$ cat config.mk
export PLATFORM = sky130hd
export DESIGN_NAME = float_round
export DESIGN_NICKNAME = d
export VERILOG_FILES = /design/src/rtl/float_pkg.sv /design/src/rtl/float_round_decide.sv /design/src/rtl/float_round.sv
export SDC_FILE = /design/constraint.sdc
export NUM_CORES = 1
export LEC_CHECK = 0
export CAP_MARGIN = 30
export CORE_MARGIN = 2
export CORE_UTILIZATION = 55
export DETAILED_ROUTE_END_ITERATION = 8
export PLACE_DENSITY = 0.86
export SYNTH_ARGS = -nofsm -noshare
export SYNTH_HDL_FRONTEND = slang
export SYNTH_SLANG_ARGS = --single-unit
$ cat constraint.sdc
create_clock -name clk -period 10.2 [get_ports clk]
set_clock_uncertainty 0.2 [all_clocks]
set_input_delay 1.53 -clock clk [delete_from_list [all_inputs] [get_ports clk]]
set_output_delay 1.53 -clock clk [all_outputs]
set_load 0.1 [all_outputs]
$ cat src/rtl/float_pkg.sv
// float_pkg: rounding-mode codes, result selects and field helpers shared by the float library
package float_pkg;
   localparam logic [1:0] RND_TRUNC   = 2'd0;
   localparam logic [1:0] RND_FLOOR   = 2'd1;
   localparam logic [1:0] RND_CEIL    = 2'd2;
   localparam logic [1:0] RND_NEAREST = 2'd3;
   localparam int FLD_MAX = 64;
   typedef enum logic [1:0] {SEL_GEN, SEL_PASS, SEL_ZERO, SEL_ONE} sel_t;
   function automatic logic fld_sign(input logic [FLD_MAX-1:0] a, input int exp_w, input int man_w);
      return |(a & (FLD_MAX'(1) << (exp_w + man_w)));
   endfunction
   function automatic logic [FLD_MAX-1:0] fld_exp(input logic [FLD_MAX-1:0] a, input int exp_w, input int man_w);
      return (a >> man_w) & ((FLD_MAX'(1) << exp_w) - FLD_MAX'(1));
   endfunction
   function automatic logic [FLD_MAX-1:0] fld_man(input logic [FLD_MAX-1:0] a, input int man_w);
      return a & ((FLD_MAX'(1) << man_w) - FLD_MAX'(1));
   endfunction
endpackage

$ cat src/rtl/float_round_decide.sv
// float_round_decide: fractional mask, increment decision and special-case select for one operand
module float_round_decide import float_pkg::*; #(
   parameter int EXP_W = 8,
   parameter int MAN_W = 23
) (
   input  logic             s,
   input  logic [EXP_W-1:0] e,
   input  logic [MAN_W-1:0] m,
   input  logic [1:0]       mode,
   output logic [MAN_W-1:0] mask,
   output logic             inc,
   output sel_t             sel
);
   localparam int UE_W = EXP_W + 2;
   localparam int SH_W = $clog2(MAN_W + 1);
   localparam logic signed [UE_W-1:0] BIAS = UE_W'((1 << (EXP_W - 1)) - 1);
   localparam logic signed [UE_W-1:0] MANS = UE_W'(MAN_W);
   logic signed [UE_W-1:0] ue;
   logic [SH_W-1:0] sh;
   logic [MAN_W:0] lsb_bit;
   logic nz, frac_nz, guard, sticky, lsb, tiny_one;
   // unbiased exponent selects the case; the mask marks the bits below the binary point
   always_comb begin
      ue = $signed({2'b00, e}) - BIAS;
      sh = SH_W'(MANS - ue);
      mask = ~({MAN_W{1'b1}} << sh);
      lsb_bit = {mask, 1'b1} & ~{1'b0, mask};
      nz = |{e, m};
      frac_nz = |(m & mask);
      guard = |(m & mask & ~(mask >> 1));
      sticky = |(m & (mask >> 1));
      lsb = |({e[0], m} & lsb_bit);
      tiny_one = mode == RND_NEAREST ? (&ue) & (|m) :
                 mode == RND_FLOOR   ? s & nz :
                 mode == RND_CEIL    ? !s & nz : 1'b0;
      inc = mode == RND_NEAREST ? guard & (sticky | lsb) :
            mode == RND_FLOOR   ? s & frac_nz :
            mode == RND_CEIL    ? !s & frac_nz : 1'b0;
      sel = ue >= MANS ? SEL_PASS : ue[UE_W-1] ? (tiny_one ? SEL_ONE : SEL_ZERO) : SEL_GEN;
   end
endmodule

$ cat src/rtl/float_round.sv
// float_round: two-stage pipelined round-to-integral with stb/ack handshake and backpressure
module float_round #(
   parameter int EXP_W = 8,
   parameter int MAN_W = 23
) (
   input  logic                   clk,
   input  logic                   rst,
   input  logic [EXP_W+MAN_W:0]   input_a,
   input  logic [1:0]             input_mode,
   input  logic                   input_a_stb,
   output logic                   input_a_ack,
   output logic [EXP_W+MAN_W:0]   output_z,
   output logic                   output_z_stb,
   input  logic                   output_z_ack
);
   import float_pkg::*;
   localparam int W = 1 + EXP_W + MAN_W;
   localparam int F = EXP_W + MAN_W;
   localparam logic [EXP_W-1:0] BIAS = EXP_W'((1 << (EXP_W - 1)) - 1);
   logic [FLD_MAX-1:0] a_ext;
   logic a_s, d_inc, s1_v, s1_s, s1_inc, s2_v, s1_ld, s2_ld;
   logic [EXP_W-1:0] a_e, s1_e;
   logic [MAN_W-1:0] a_m, d_mask, s1_m, s1_mask;
   sel_t d_sel, s1_sel;
   logic [F-1:0] fld, add;
   logic [W-1:0] z_nxt, s2_z;
   assign a_ext = FLD_MAX'(input_a);
   assign a_s = fld_sign(a_ext, EXP_W, MAN_W);
   assign a_e = EXP_W'(fld_exp(a_ext, EXP_W, MAN_W));
   assign a_m = MAN_W'(fld_man(a_ext, MAN_W));
   float_round_decide #(.EXP_W(EXP_W), .MAN_W(MAN_W)) u_decide (
      .s(a_s), .e(a_e), .m(a_m), .mode(input_mode), .mask(d_mask), .inc(d_inc), .sel(d_sel)
   );
   assign s2_ld = !s2_v | output_z_ack;
   assign s1_ld = !s1_v | s2_ld;
   assign input_a_ack = s1_ld;
   assign output_z = s2_z;
   assign output_z_stb = s2_v;
   assign fld = {s1_e, s1_m};
   assign add = s1_inc ? F'(s1_mask) + F'(1) : '0;
   assign z_nxt = s1_sel == SEL_PASS ? {s1_s, fld} :
                  s1_sel == SEL_ZERO ? {s1_s, F'(0)} :
                  s1_sel == SEL_ONE  ? {s1_s, BIAS, MAN_W'(0)} :
                  {s1_s, (fld & ~F'(s1_mask)) + add};
   // S1 holds the decoded operand with its rounding decision
   always_ff @(posedge clk or posedge rst)
      if (rst) begin
         s1_v <= 1'b0;
         s1_s <= 1'b0;
         s1_e <= '0;
         s1_m <= '0;
         s1_mask <= '0;
         s1_inc <= 1'b0;
         s1_sel <= SEL_GEN;
      end else if (s1_ld) begin
         s1_v <= input_a_stb;
         s1_s <= a_s;
         s1_e <= a_e;
         s1_m <= a_m;
         s1_mask <= d_mask;
         s1_inc <= d_inc;
         s1_sel <= d_sel;
      end
   // S2 holds the assembled result and freezes while the consumer stalls
   always_ff @(posedge clk or posedge rst)
      if (rst) begin
         s2_v <= 1'b0;
         s2_z <= '0;
      end else if (s2_ld) begin
         s2_v <= s1_v;
         s2_z <= z_nxt;
      end
endmodule
==> reports/metrics.cfg <==
[timing]
setup_tns_ps = 0
worst_slack_ps = 4210
min_period_ps = 5990
hold_viol = 0
finalSetupViolations = 0
tightest_slew_ps = 1010
maxSlewViolCount = 0
finalCritPeriodShare = 0.587
relSlewSlack = 0.327
rsz0062_at_grt = no
max_freq_ghz = 0.167

[worst_hold_path]
hp-start = output_z[10]$_DFFE_PP0P_
hp-class = reg -> reg
min_to = output_z[10]$_DFFE_PP0P_
min_path_cells = 2

[setup_path]
slowest_delay_ps = 1000
cp.arrival_ps = 4260
path_cells = clkdlybuf4s50_1, nor2b_2, buf_4, and2_1, buf_4, clkinv_1, clkdlybuf4s50_1
required_ps = 8470
regToRegEndpoint = output_z[30]$_DFFE_PP0P_
rr_worst_depth = 17
cp_top_family = buffers and inverters
crit_type = in -> out
worstSetupStartpointType = primary input
rrSetupSlack_ps = 5360
crit_start = output_z_ack
critPathMaxFanout = 53
end_kind = output pin
worst-path-buf-inv = 5
r2r_start = s1_mask[3]$_DFFE_PP0P_
critPathSlowestCell = clkdlybuf4s50_1

[final_layout]
fin_cells = 1126
layout-drive-gt1-share = 0.0430
num-fill-cells = 1056
areaGrowthSynthToFinish_pct = 16.1
seq_area_um2 = 2300
utilization = 0.651
multi_input_area_um2 = 4470
n_antenna_cell = 0
layout.nets = 1019

[drt]
vias = 7044
drc = 0
antenna_left = 0
wl_per_cell_um = 18.2
drtPass1Iterations = 7
wirelength_um = 20500
drt_iter0_markers = 757
vias_per_cell = 6.26

[synthesis]
async_flop_share = 1.00
avgSynthCellArea_um2 = 7.75
synth_ff_type = dfrtp_1
ys_warn_count = 0
syn_inst = 909
synth_cell_type_count = 66
ys_seq_area_frac = 0.327
synth_edf_count = 0
syn-num-nets = 979
ys_ff_latch = 92
synth_area_um2 = 7040

[floorplan]
rows = 41
die-area_um2 = 13700
die_h_um = 117
die_x_um = 117
io_pins = 72
core_area_um2 = 12600
initial_core_util = 0.560

[placement]
placed_cells = 1110
detailed_place_hpwl_um = 14900
port-buffer-count = 71
place_congestion = 1.07
dp_slack_ps = 4240

[power_and_ir_drop]
ir_drop_mv = 0.0815
p_leak_nw = 3.55
power_density_nw_per_um2 = 185
power.total_mw = 1.51

[global_route]
grt_pass1_wl_um = 33500
antenna_found_initial = 0
grt_pass1_vias = 6542
grt_max_degree = 60
track_usage = 0.309
gr-total-overflow = 0

[clock_tree]
ctsHoldBuffers = 0
insertion_delay_ps = 350
cts_resized = 0
cts_tree = yes
cts.clk_slew.worst_paths_ps = 60
cts_buffers = 9
root_buffer = clkbuf_16
post_cts_buffers = 0
cts_max_path_buffers = 2
clock_sinks = 92
htreeDepth = 3

[run]
cap_violations = 0

[outcome]
status = complete, no violations

## through the flow
step	hold WS (ps)	cell area, um2
after floorplan	225	7040
after global placement	264	7830
after detailed placement	255	7860
after CTS	283	8180
after global routing	288	8180
final	275	8180
## worst max-delay path by stage
stage / end / cells after the start / slack, ps
2_1_floorplan: input_a_ack / 6 / 5280
3_3_place_gp: input_a_ack / 7 / 4290
3_5_place_dp: input_a_ack / 7 / 4240
4_1_cts: input_a_ack / 7 / 4240
5_1_grt: input_a_ack / 7 / 4080
6_report: input_a_ack / 7 / 4210
## cell usage in the layout, fill, tap and decap left out, types with 7 or more instances in the layout
master,n
a31oi_1,18
inv_1,16
nand4_1,7
ha_1,31
o21ai_0,60
nand2_1,176
a21oi_1,69
nand3_1,38
a21o_1,19
nor4_1,13
a221oi_1,7
clkdlybuf4s50_1,71
and3_1,11
a21boi_0,7
nor3_1,8
xor2_1,14
and2_1,23
dfrtp_1,92
buf_4,7
nand2b_1,13
nor2_1,66
xnor2_1,27
a22o_1,8
clkbuf_16,9
mux2i_1,8
nor2b_1,27
## power by group
| part | switching [mW] | internal, mW |
|---|---|---|
| Combinational | 0.453 | 0.210 |
| Sequential | 0.0640 | 0.420 |
| Clock | 0.149 | 0.217 |
| Total | 0.666 | 0.847 |
## layer usage
metal | share of wire | global-route usage | vias to the layer above
met5 | 0 | 0 | -
met4 | 0.023 | 0.102 | 0
met3 | 0.091 | 0.0453 | 53
met2 | 0.44 | 0.469 | 382
met1 | 0.44 | 0.455 | 3268
li1 | - | - | 3341
## kinds of logic after synthesis
| family | count (synthesis) | synth area share |
|---|---|---|
| and+or+nand+nor | 399 | 0.263 |
| AOI/OAI and AO/OA | 265 | 0.248 |
| DFF | 92 | 0.327 |
| buffers and inverters | 70 | 0.0385 |
| xor gates and xnor gates | 41 | 0.0510 |
| adders and majority gates | 32 | 0.0579 |
| muxes | 10 | 0.0146 |
## tightest hold or removal path, cell delays in order, from the launching register on
cell and delay, ps:
dfrtp_1 340, nand2_1 40, o21ai_0 60
## area by class of cell
type | instances | area share
flip-flops and latches | 92 | 0.281
repair buffers | 79 | 0.0967
clock buffers | 10 | 0.0280
inverters | 20 | 0.00933
multi-input cells | 747 | 0.547
clock inverters | 6 | 0.0115
well taps | 172 | 0.0263
## sequential cells by signal, summed over array words and instances (netlist names)
register / flops
output_z_stb: 1
s1_m: 23
s1_sel: 2
s1_e: 8
s1_s: 1
s1_inc: 1
s1_mask: 23
s1_v: 1
output_z: 32
## cells in the mapped netlist (all sizes together), types with 8 or more instances
cell type,instances,share of area
ha,31,0.055
nor3,8,0.0057
clkbuf,40,0.021
a21oi,70,0.050
nand2,176,0.094
xnor2,27,0.034
buf,10,0.0066
a22o,8,0.0099
and3,11,0.0098
nor4,13,0.012
nand2b,13,0.012
nand3,38,0.027
nor2b,28,0.025
and2,23,0.020
xor2,14,0.017
nor2,66,0.035
dfrtp,92,0.33
o21ai,62,0.044
inv,18,0.0096
mux2i,8,0.011
a31oi,18,0.016
a21o,20,0.021
Power figures use the tool's default switching activity.
